--- src/rtl/lif_scheduler.sv ---
// lif_scheduler: shares one leaky integrate-and-fire datapath across N_NEURONS 8-bit membranes.
// Latency: one neuron per clock; done pulses N+1 cycles after start, spike events 1 cycle after evaluation.
// Backpressure: none; start is ignored while busy, cfg_we/clr are honoured only in IDLE.
// Optional feature macro: LIF_SCHED_REFRACTORY_EN (per-neuron refractory counters, REFRACT_SWEEPS long).
module lif_scheduler #(
    parameter int N_NEURONS      = 8,
    parameter int IDX_W          = $clog2(N_NEURONS),
    parameter int REFRACT_SWEEPS = 2
) (
    input  logic                 clk,
    input  logic                 rst_n,
    input  logic                 start,
    output logic                 busy,
    output logic                 done,
    output logic [IDX_W-1:0]     cur_idx,
    input  logic [7:0]           cur_data,
    output logic                 spike_valid,
    output logic [IDX_W-1:0]     spike_idx,
    output logic [N_NEURONS-1:0] spike_vec,
    input  logic                 cfg_we,
    input  logic [7:0]           cfg_thr,
    input  logic [2:0]           cfg_leak,
    input  logic                 clr
);

    typedef enum logic [1:0] {IDLE, SCAN, DONE} state_t;

    state_t     fsm;
    logic [7:0] thr;
    logic [2:0] leak;
    logic [7:0] membrane [N_NEURONS];

    logic [7:0] leaked;
    logic [8:0] sum_w;
    logic [7:0] sum_sat;
    logic       fire;
    logic [7:0] next_mem;
    logic       last_idx;

`ifdef LIF_SCHED_REFRACTORY_EN
    localparam int RC_W = (REFRACT_SWEEPS < 1) ? 1 : $clog2(REFRACT_SWEEPS + 1);
    logic [RC_W-1:0] refr [N_NEURONS];
    logic            refr_active;
`endif

    assign last_idx = (cur_idx == IDX_W'(N_NEURONS - 1));

    // Shared LIF update for the neuron selected by cur_idx: leak, integrate with saturation, threshold.
    always_comb begin
        leaked   = membrane[cur_idx] >> leak;
        sum_w    = {1'b0, cur_data} + {1'b0, leaked};
        sum_sat  = sum_w[8] ? 8'hFF : sum_w[7:0];
        fire     = (sum_sat >= thr);
        next_mem = fire ? 8'h00 : sum_sat;
`ifdef LIF_SCHED_REFRACTORY_EN
        // A refractory neuron stays discharged and cannot fire, whatever its input.
        refr_active = (refr[cur_idx] != '0);
        if (refr_active) begin
            fire     = 1'b0;
            next_mem = 8'h00;
        end
`endif
    end

    // Sweep sequencer: IDLE -> SCAN (one neuron per cycle) -> DONE -> IDLE, plus config capture in IDLE.
    always_ff @(posedge clk or negedge rst_n) begin
        if (!rst_n) begin
            fsm     <= IDLE;
            busy    <= 1'b0;
            done    <= 1'b0;
            cur_idx <= '0;
            thr     <= 8'd32;
            leak    <= 3'd1;
        end else begin
            case (fsm)
                IDLE: begin
                    if (cfg_we) begin
                        thr  <= cfg_thr;
                        leak <= cfg_leak;
                    end
                    // clr wins over start: the clear happens and no sweep begins.
                    if (start && !clr) begin
                        fsm     <= SCAN;
                        busy    <= 1'b1;
                        cur_idx <= '0;
                    end
                end
                SCAN: begin
                    if (last_idx) begin
                        fsm     <= DONE;
                        done    <= 1'b1;
                        cur_idx <= '0;
                    end else begin
                        cur_idx <= cur_idx + 1'b1;
                    end
                end
                DONE: begin
                    fsm  <= IDLE;
                    busy <= 1'b0;
                    done <= 1'b0;
                end
                default: begin
                    fsm     <= IDLE;
                    busy    <= 1'b0;
                    done    <= 1'b0;
                    cur_idx <= '0;
                end
            endcase
        end
    end

    // Membrane/spike register file: written back during SCAN, wiped by clr in IDLE.
    always_ff @(posedge clk or negedge rst_n) begin
        if (!rst_n) begin
            for (int i = 0; i < N_NEURONS; i++) begin
                membrane[i] <= '0;
`ifdef LIF_SCHED_REFRACTORY_EN
                refr[i] <= '0;
`endif
            end
            spike_vec   <= '0;
            spike_valid <= 1'b0;
            spike_idx   <= '0;
        end else begin
            spike_valid <= 1'b0;
            if (fsm == IDLE && clr) begin
                for (int i = 0; i < N_NEURONS; i++) begin
                    membrane[i] <= '0;
`ifdef LIF_SCHED_REFRACTORY_EN
                    refr[i] <= '0;
`endif
                end
                spike_vec <= '0;
            end else if (fsm == SCAN) begin
                membrane[cur_idx]  <= next_mem;
                spike_vec[cur_idx] <= fire;
                spike_valid        <= fire;
                if (fire) begin
                    spike_idx <= cur_idx;
                end
`ifdef LIF_SCHED_REFRACTORY_EN
                if (fire) begin
                    refr[cur_idx] <= RC_W'(REFRACT_SWEEPS);
                end else if (refr_active) begin
                    refr[cur_idx] <= refr[cur_idx] - 1'b1;
                end
`endif
            end
        end
    end

endmodule

--- config.mk ---
export PLATFORM = sky130hd
export DESIGN_NAME = lif_scheduler
export DESIGN_NICKNAME = d
export VERILOG_FILES = /design/src/rtl/lif_scheduler.sv
export SDC_FILE = /design/constraint.sdc
export NUM_CORES = 1
export LEC_CHECK = 0
export ABC_AREA = 1
export BUFFER_PORTS_ARGS = -buffer_cell sky130_fd_sc_hd__buf_4
export CAP_MARGIN = 20
export CORE_MARGIN = 3
export CORE_UTILIZATION = 45
export DETAILED_ROUTE_END_ITERATION = 8
export GPL_TIMING_DRIVEN = 0
export PLACE_DENSITY = 0.74
export SETUP_SLACK_MARGIN = 0.3
export SLEW_MARGIN = 25
export SYNTH_ARGS = -nofsm -noshare
export SYNTH_HDL_FRONTEND = slang
export SYNTH_SLANG_ARGS = --single-unit
--- constraint.sdc ---
create_clock -name clk -period 5.8 [get_ports clk]
set_clock_uncertainty 0.05 [all_clocks]
set_input_delay 1.16 -clock clk [delete_from_list [all_inputs] [get_ports clk]]
set_output_delay 1.16 -clock clk [all_outputs]
set_load 0.1 [all_outputs]
# After elaboration in Yosys (flattened, before gate mapping)

Index checks and enable logic that the tools add are counted.

Bits in latches: 0
Logic and storage cells: 75
Memory bits (writable): 0
Register bits: 94
Memories: 0
Input bits: 24
Output and inout port bits: 17
Bits in read-only memories: 0

Equality and inequality tests: 5
Bitwise operators: 5
Shifts and indexed selects: 1
Add/sub/neg operators: 2
Muxes and demuxes: 27
$mul: 0
Reductions and logical operators: 13
Order comparisons: 5
Divide/modulo/power cells: 0

Operator list:

| operator              | count |
|---|---|
| $mux W64              | 2 |
| $bwmux W64            | 1 |
| $mux W8               | 7 |
| $bmux W8 S3           | 1 |
| $demux W8 S3          | 1 |
| $reduce_and A2 Y1     | 5 |
| $add A8 B8 Y9         | 1 |
| $pmux W3 S3           | 1 |
| $bwmux W8             | 1 |
| $ge A8 B8 Y1          | 1 |
| $shr A8 B3 Y8         | 1 |
| $mux W3               | 2 |
| $mux W1               | 5 |
| $ge A4 B4 Y1 const B  | 1 |
| $logic_and A1 B1 Y1   | 4 |
| $lt A3 B4 Y1 const B  | 1 |
| $lt A4 B1 Y1 const B  | 1 |
| $mux W2               | 2 |
| $ne A2 B2 Y1 const B  | 2 |
| $not A1 Y1            | 4 |
| $not A3 Y4            | 1 |
| $pmux W1 S2           | 2 |
| $pmux W2 S2           | 1 |
| $add A3 B1 Y3 const B | 1 |
| 9 further kinds       | 9 |

# Depth between registers and ports, before layout

Word-level depth: 12
Depth in mapped cells: 34
Mapped depth without buffers: 32

# Least setup slack after synthesis

OpenSTA, ideal clock, no wires.

Kind: reg-to-reg
From: register cur_idx[0]
To: register membrane[10] in the netlist's numbering
Slack: 1.299 ns
Setup time: 0.066 ns
Required time: 5.684 ns
Cell stages (with the launch flop): 32
Arrival time: 4.385 ns
Period minus slack after synthesis: 4.501 ns
Buffers on the path: 4
Cell sequence: dfrtp_1 buf_4 buf_6 nand2_1 nand2_1 nand2_1 nand2_1 nand2_1 nand3_1 nand2_1 nand2_1 nand3_1 nand2_1 ha_1 inv_1 fa_1 inv_1 nand2_1 a21oi_2 nand3_1 nand3_1 nand3_2 ha_1 nand2_1 nor2_1 a211oi_2 nand2_2 inv_2 buf_4 buf_4 nand3_1 nand2_1

Cells in the longest elaborated chain, start to end: 12
Elaborated cells on any way between the ends: 17
Those cells by class: add/sub: 1; order compare: 3; shift: 1; mux: 10; bitwise: 1; reduce/logical: 1

RTL lines:

| item                                       | RTL line | text |
|---|---|---|
| start, declared                            | 15       | `output logic [IDX_W-1:0] cur_idx,` |
| start signal, assigned                     | 94       | `cur_idx <= cur_idx + 1'b1;` |
| $not A3 Y4 (not written as such) *         | 50, 135  |  |
| $bmux W8 S3                                | 50       | `leaked = membrane[cur_idx] >> leak;` |
| $mux W8 (not written as such) (2 in a row) | 50       |  |
| $shr A8 B3 Y8                              | 50       |  |
| $add A8 B8 Y9                              | 51       | `sum_w = {1'b0, cur_data} + {1'b0, leaked};` |
| $mux W8                                    | 52       | `sum_sat = sum_w[8] ? 8'hFF : sum_w[7:0];` |
| $ge A8 B8 Y1                               | 53       | `fire = (sum_sat >= thr);` |
| $mux W8                                    | 54       | `next_mem = fire ? 8'h00 : sum_sat;` |
| $bwmux W64 *                               | 135      | `membrane[cur_idx] <= next_mem;` |
| $mux W64 *                                 | 134      | `end else if (fsm == SCAN) begin` |
| $mux W64 *                                 | 126      | `if (fsm == IDLE && clr) begin` |
| end signal, assigned by index              | 135      |  |
| end, declared                              | 31       | `logic [7:0] membrane [N_NEURONS];` |

Every way passes the cells marked *; elsewhere a longest branch is shown, timed or not. The select of a mux whose other input is x is not followed.
A chain may end at the register's enable or synchronous reset.

# Worst setup path in the final report

From: register cur_idx[0]
To: register membrane[18] in the netlist's numbering

Same word-level chain as after synthesis.

==> impl_metrics.json <==
{
  "run_status": "finished clean",
  "netlist_area_um2": 5350,
  "slowest_delay_ns": 0.43,
  "die_w_um": 115,
  "first_iter_violations": 362,
  "yosys_warning_count": 0,
  "cpMaxStageDelayCell": "dfrtp_1",
  "num_io_pins": 41,
  "grt_usage_pct": 23.0,
  "layout.filler_cells": 1137,
  "cts_sinks": 94,
  "grt_pass1_vias": 4844,
  "number_of_setup_buffers_added_after_cts": 0,
  "critical_path.startpoint_type": "register",
  "synth-seq-area-share_pct": 44.0,
  "tritoncts.num_buffers": 9,
  "route.detailed.vias_per_inst": 5.28,
  "floorplan.initialDensity_pct": 46.5,
  "worstSkewPairLatency_ns": 0.35,
  "drt_pass1_iterations": 5,
  "worst-endpoint-arrival_ns": 5.17,
  "post_synth_most_frequent_cells": "325 x nand2_1, 106 x nand3_1, 92 x dfrtp_1",
  "placedCellCount": 934,
  "syn_area_per_cell_um2": 7.13,
  "synth_top_cells_by_area": "dfrtp_1 43%, nand2_1 23%, nand3_1 9.9%, ha_1 4.2%, nor2_1 3.9%",
  "netlist.area_leader.share_pct": 43.0,
  "die_height_um": 115,
  "dr_wl_cell_um": 15.2,
  "critical-path-top-cell-by-count": "nand2_1",
  "core_region_area_um2": 11500,
  "antenna_found_initial": 0,
  "ys_async_sr_fraction_pct": 100,
  "drc": 0,
  "placement.io_buffers": 40,
  "postSynthCellCount": 751,
  "tightest_slew_ns": 0.858,
  "synth.most_common_cell": "nand2_1",
  "post_layout_nonfiller_instances": 949,
  "postRouteWirelength_um": 14400,
  "final_max_slew_viol_count": 0,
  "hpwlAfterDp_um": 9910,
  "max_clock_freq_mhz": 202,
  "drive_above_1_share_pct": 12.5,
  "route.antenna.remaining_nets": 0,
  "holdBufCountCts": 0,
  "fp-row-count": 39,
  "synth_enable_flop_cells": 0,
  "tritoncts": "built",
  "global_route_wire_length_before_repair_um": 23900,
  "yosys_register_bits": 94,
  "clock_pin_slew_on_the_worst_setup_and_hold_paths_ns": 0.06,
  "hold_viol": 0,
  "critPathRequiredTime_ns": 6.02,
  "area_leader_netlist": "dfrtp_1",
  "clock-root-buffer": "clkbuf_16",
  "cts_resized": 0,
  "layout_worst_path_cycle_share_pct": 85.2,
  "max_cap_violations": 0,
  "globalRouteOverflowTotal": 0,
  "synthDistinctLibCells": 30,
  "setup-tns-final_ns": 0,
  "finalSetupViolCount": 0,
  "worstPathMaxFanout": 10,
  "hold_removal_path_class": "reg2reg",
  "flow.area_growth_from_synthesis_pct": 14.9,
  "final_gp_congestion": 0.932,
  "final_net_count": 845,
  "cts-htree-levels": 3,
  "timing.setup.critical_path_class": "reg2reg",
  "antenna_cells_inserted": 0,
  "timing.max_slew.rel_slack_pct": 42.8,
  "most_instantiated_flip_flop_cell_in_the_synthesis_netlist": "dfrtp_1",
  "routed-via-count": 5012,
  "dieArea_um2": 13200,
  "timing.critical_path.to_type": "register",
  "layout_min_cycle_time_ns": 4.94,
  "synth_fp_nets": 794,
  "grt_start_max_net_pins": 95,
  "cts_buffer_depth": 2,
  "grt_setup_unrepaired": "no"
}
## metal layers
metal	GRT usage [%]	share of wire (%)	vias to the layer above
met5	0	0	-
met4	10.5	3.5	0
met3	4.00	5.3	39
met2	37.3	47	162
met1	30.2	44	2333
li1	-	-	2478
## layout by cell type (no fill, tap or decap), types with 2 or more instances in the layout
master	count
dfstp_2	2
nor2_1	55
nor3_1	5
nand2_2	5
nand3_2	3
bufinv_16	2
buf_4	48
o21ai_0	13
nand3_1	106
o21ai_1	2
inv_2	9
xor2_1	2
inv_1	52
clkbuf_1	7
a21oi_1	17
buf_6	4
dfrtp_1	92
nand2_1	325
clkbuf_16	9
ha_1	18
nand4_1	7
buf_2	11
## registers in the layout (all words and copies together) (netlist names)
register     flops
membrane        64
spike_vec        8
thr              8
cur_idx          3
leak             3
spike_idx        3
fsm              2
busy             1
done             1
spike_valid      1
## worst paths after layout
path,slack [ns],startpoint,depth (start not counted),endpoint
worst min-delay path,0.43,membrane[60],2,membrane[60]
worst min register to register,0.43,membrane[60],2,membrane[60]
worst max register to register,0.86,cur_idx[0],31,membrane[18]
min in group asynchronous,0.86,rst_n,1,spike_vec[1]
max in group asynchronous,4.26,rst_n,1,spike_valid
worst max-delay path,0.86,cur_idx[0],31,membrane[18]
## area by class of cell
class	count	area [um^2]	area share, %
multi-input combinational	567	2590	42.1
sequential	94	2350	38.3
timing repair buffer	40	304	4.94
clock buffer	12	246	4.01
inverter	62	233	3.78
tap	143	179	2.91
buffer	28	175	2.85
clock inverter	3	68.8	1.12
## worst max-delay path, delay by kind of cell (launching register included)
family | cells | cell delay, ns
flops | 1 | 0.43
compound gates | 2 | 0.41
simple gates | 19 | 1.95
fa+ha+maj | 3 | 0.92
buf+inv | 7 | 1.12
## kinds of logic (layout without fill, tap and decap cells)
group | Yosys count | count (layout) | synth area share (%)
AND/OR/NAND/NOR | 507 | 507 | 39.2
flip-flops | 94 | 94 | 44.0
buffers and inverters | 90 | 145 | 7.62
AO/OA/AOI/OAI | 38 | 38 | 4.11
adder cells (fa/ha/maj) | 19 | 19 | 4.58
XOR/XNOR | 2 | 2 | 0.327
multiplexers | 1 | 1 | 0.210
## per-stage QoR
step / hold slack, ns / worst slack, ns / instance area (um^2) / utilization, %
6_report: 0.429 / 0.858 / 6150 / 53.4
5_1_grt: 0.453 / 0.399 / 6150 / 53.4
4_1_cts: 0.432 / 0.895 / 6150 / 53.4
3_5_place_dp: 0.416 / 0.992 / 5840 / 50.7
3_3_place_gp: 0.412 / 1.02 / 5830 / 50.7
2_1_floorplan: 0.399 / 1.30 / 5350 / -
Power is left out: the tool's default activity adds up to more than one toggle a clock period on the data nets, which glitch-free logic cannot reach.
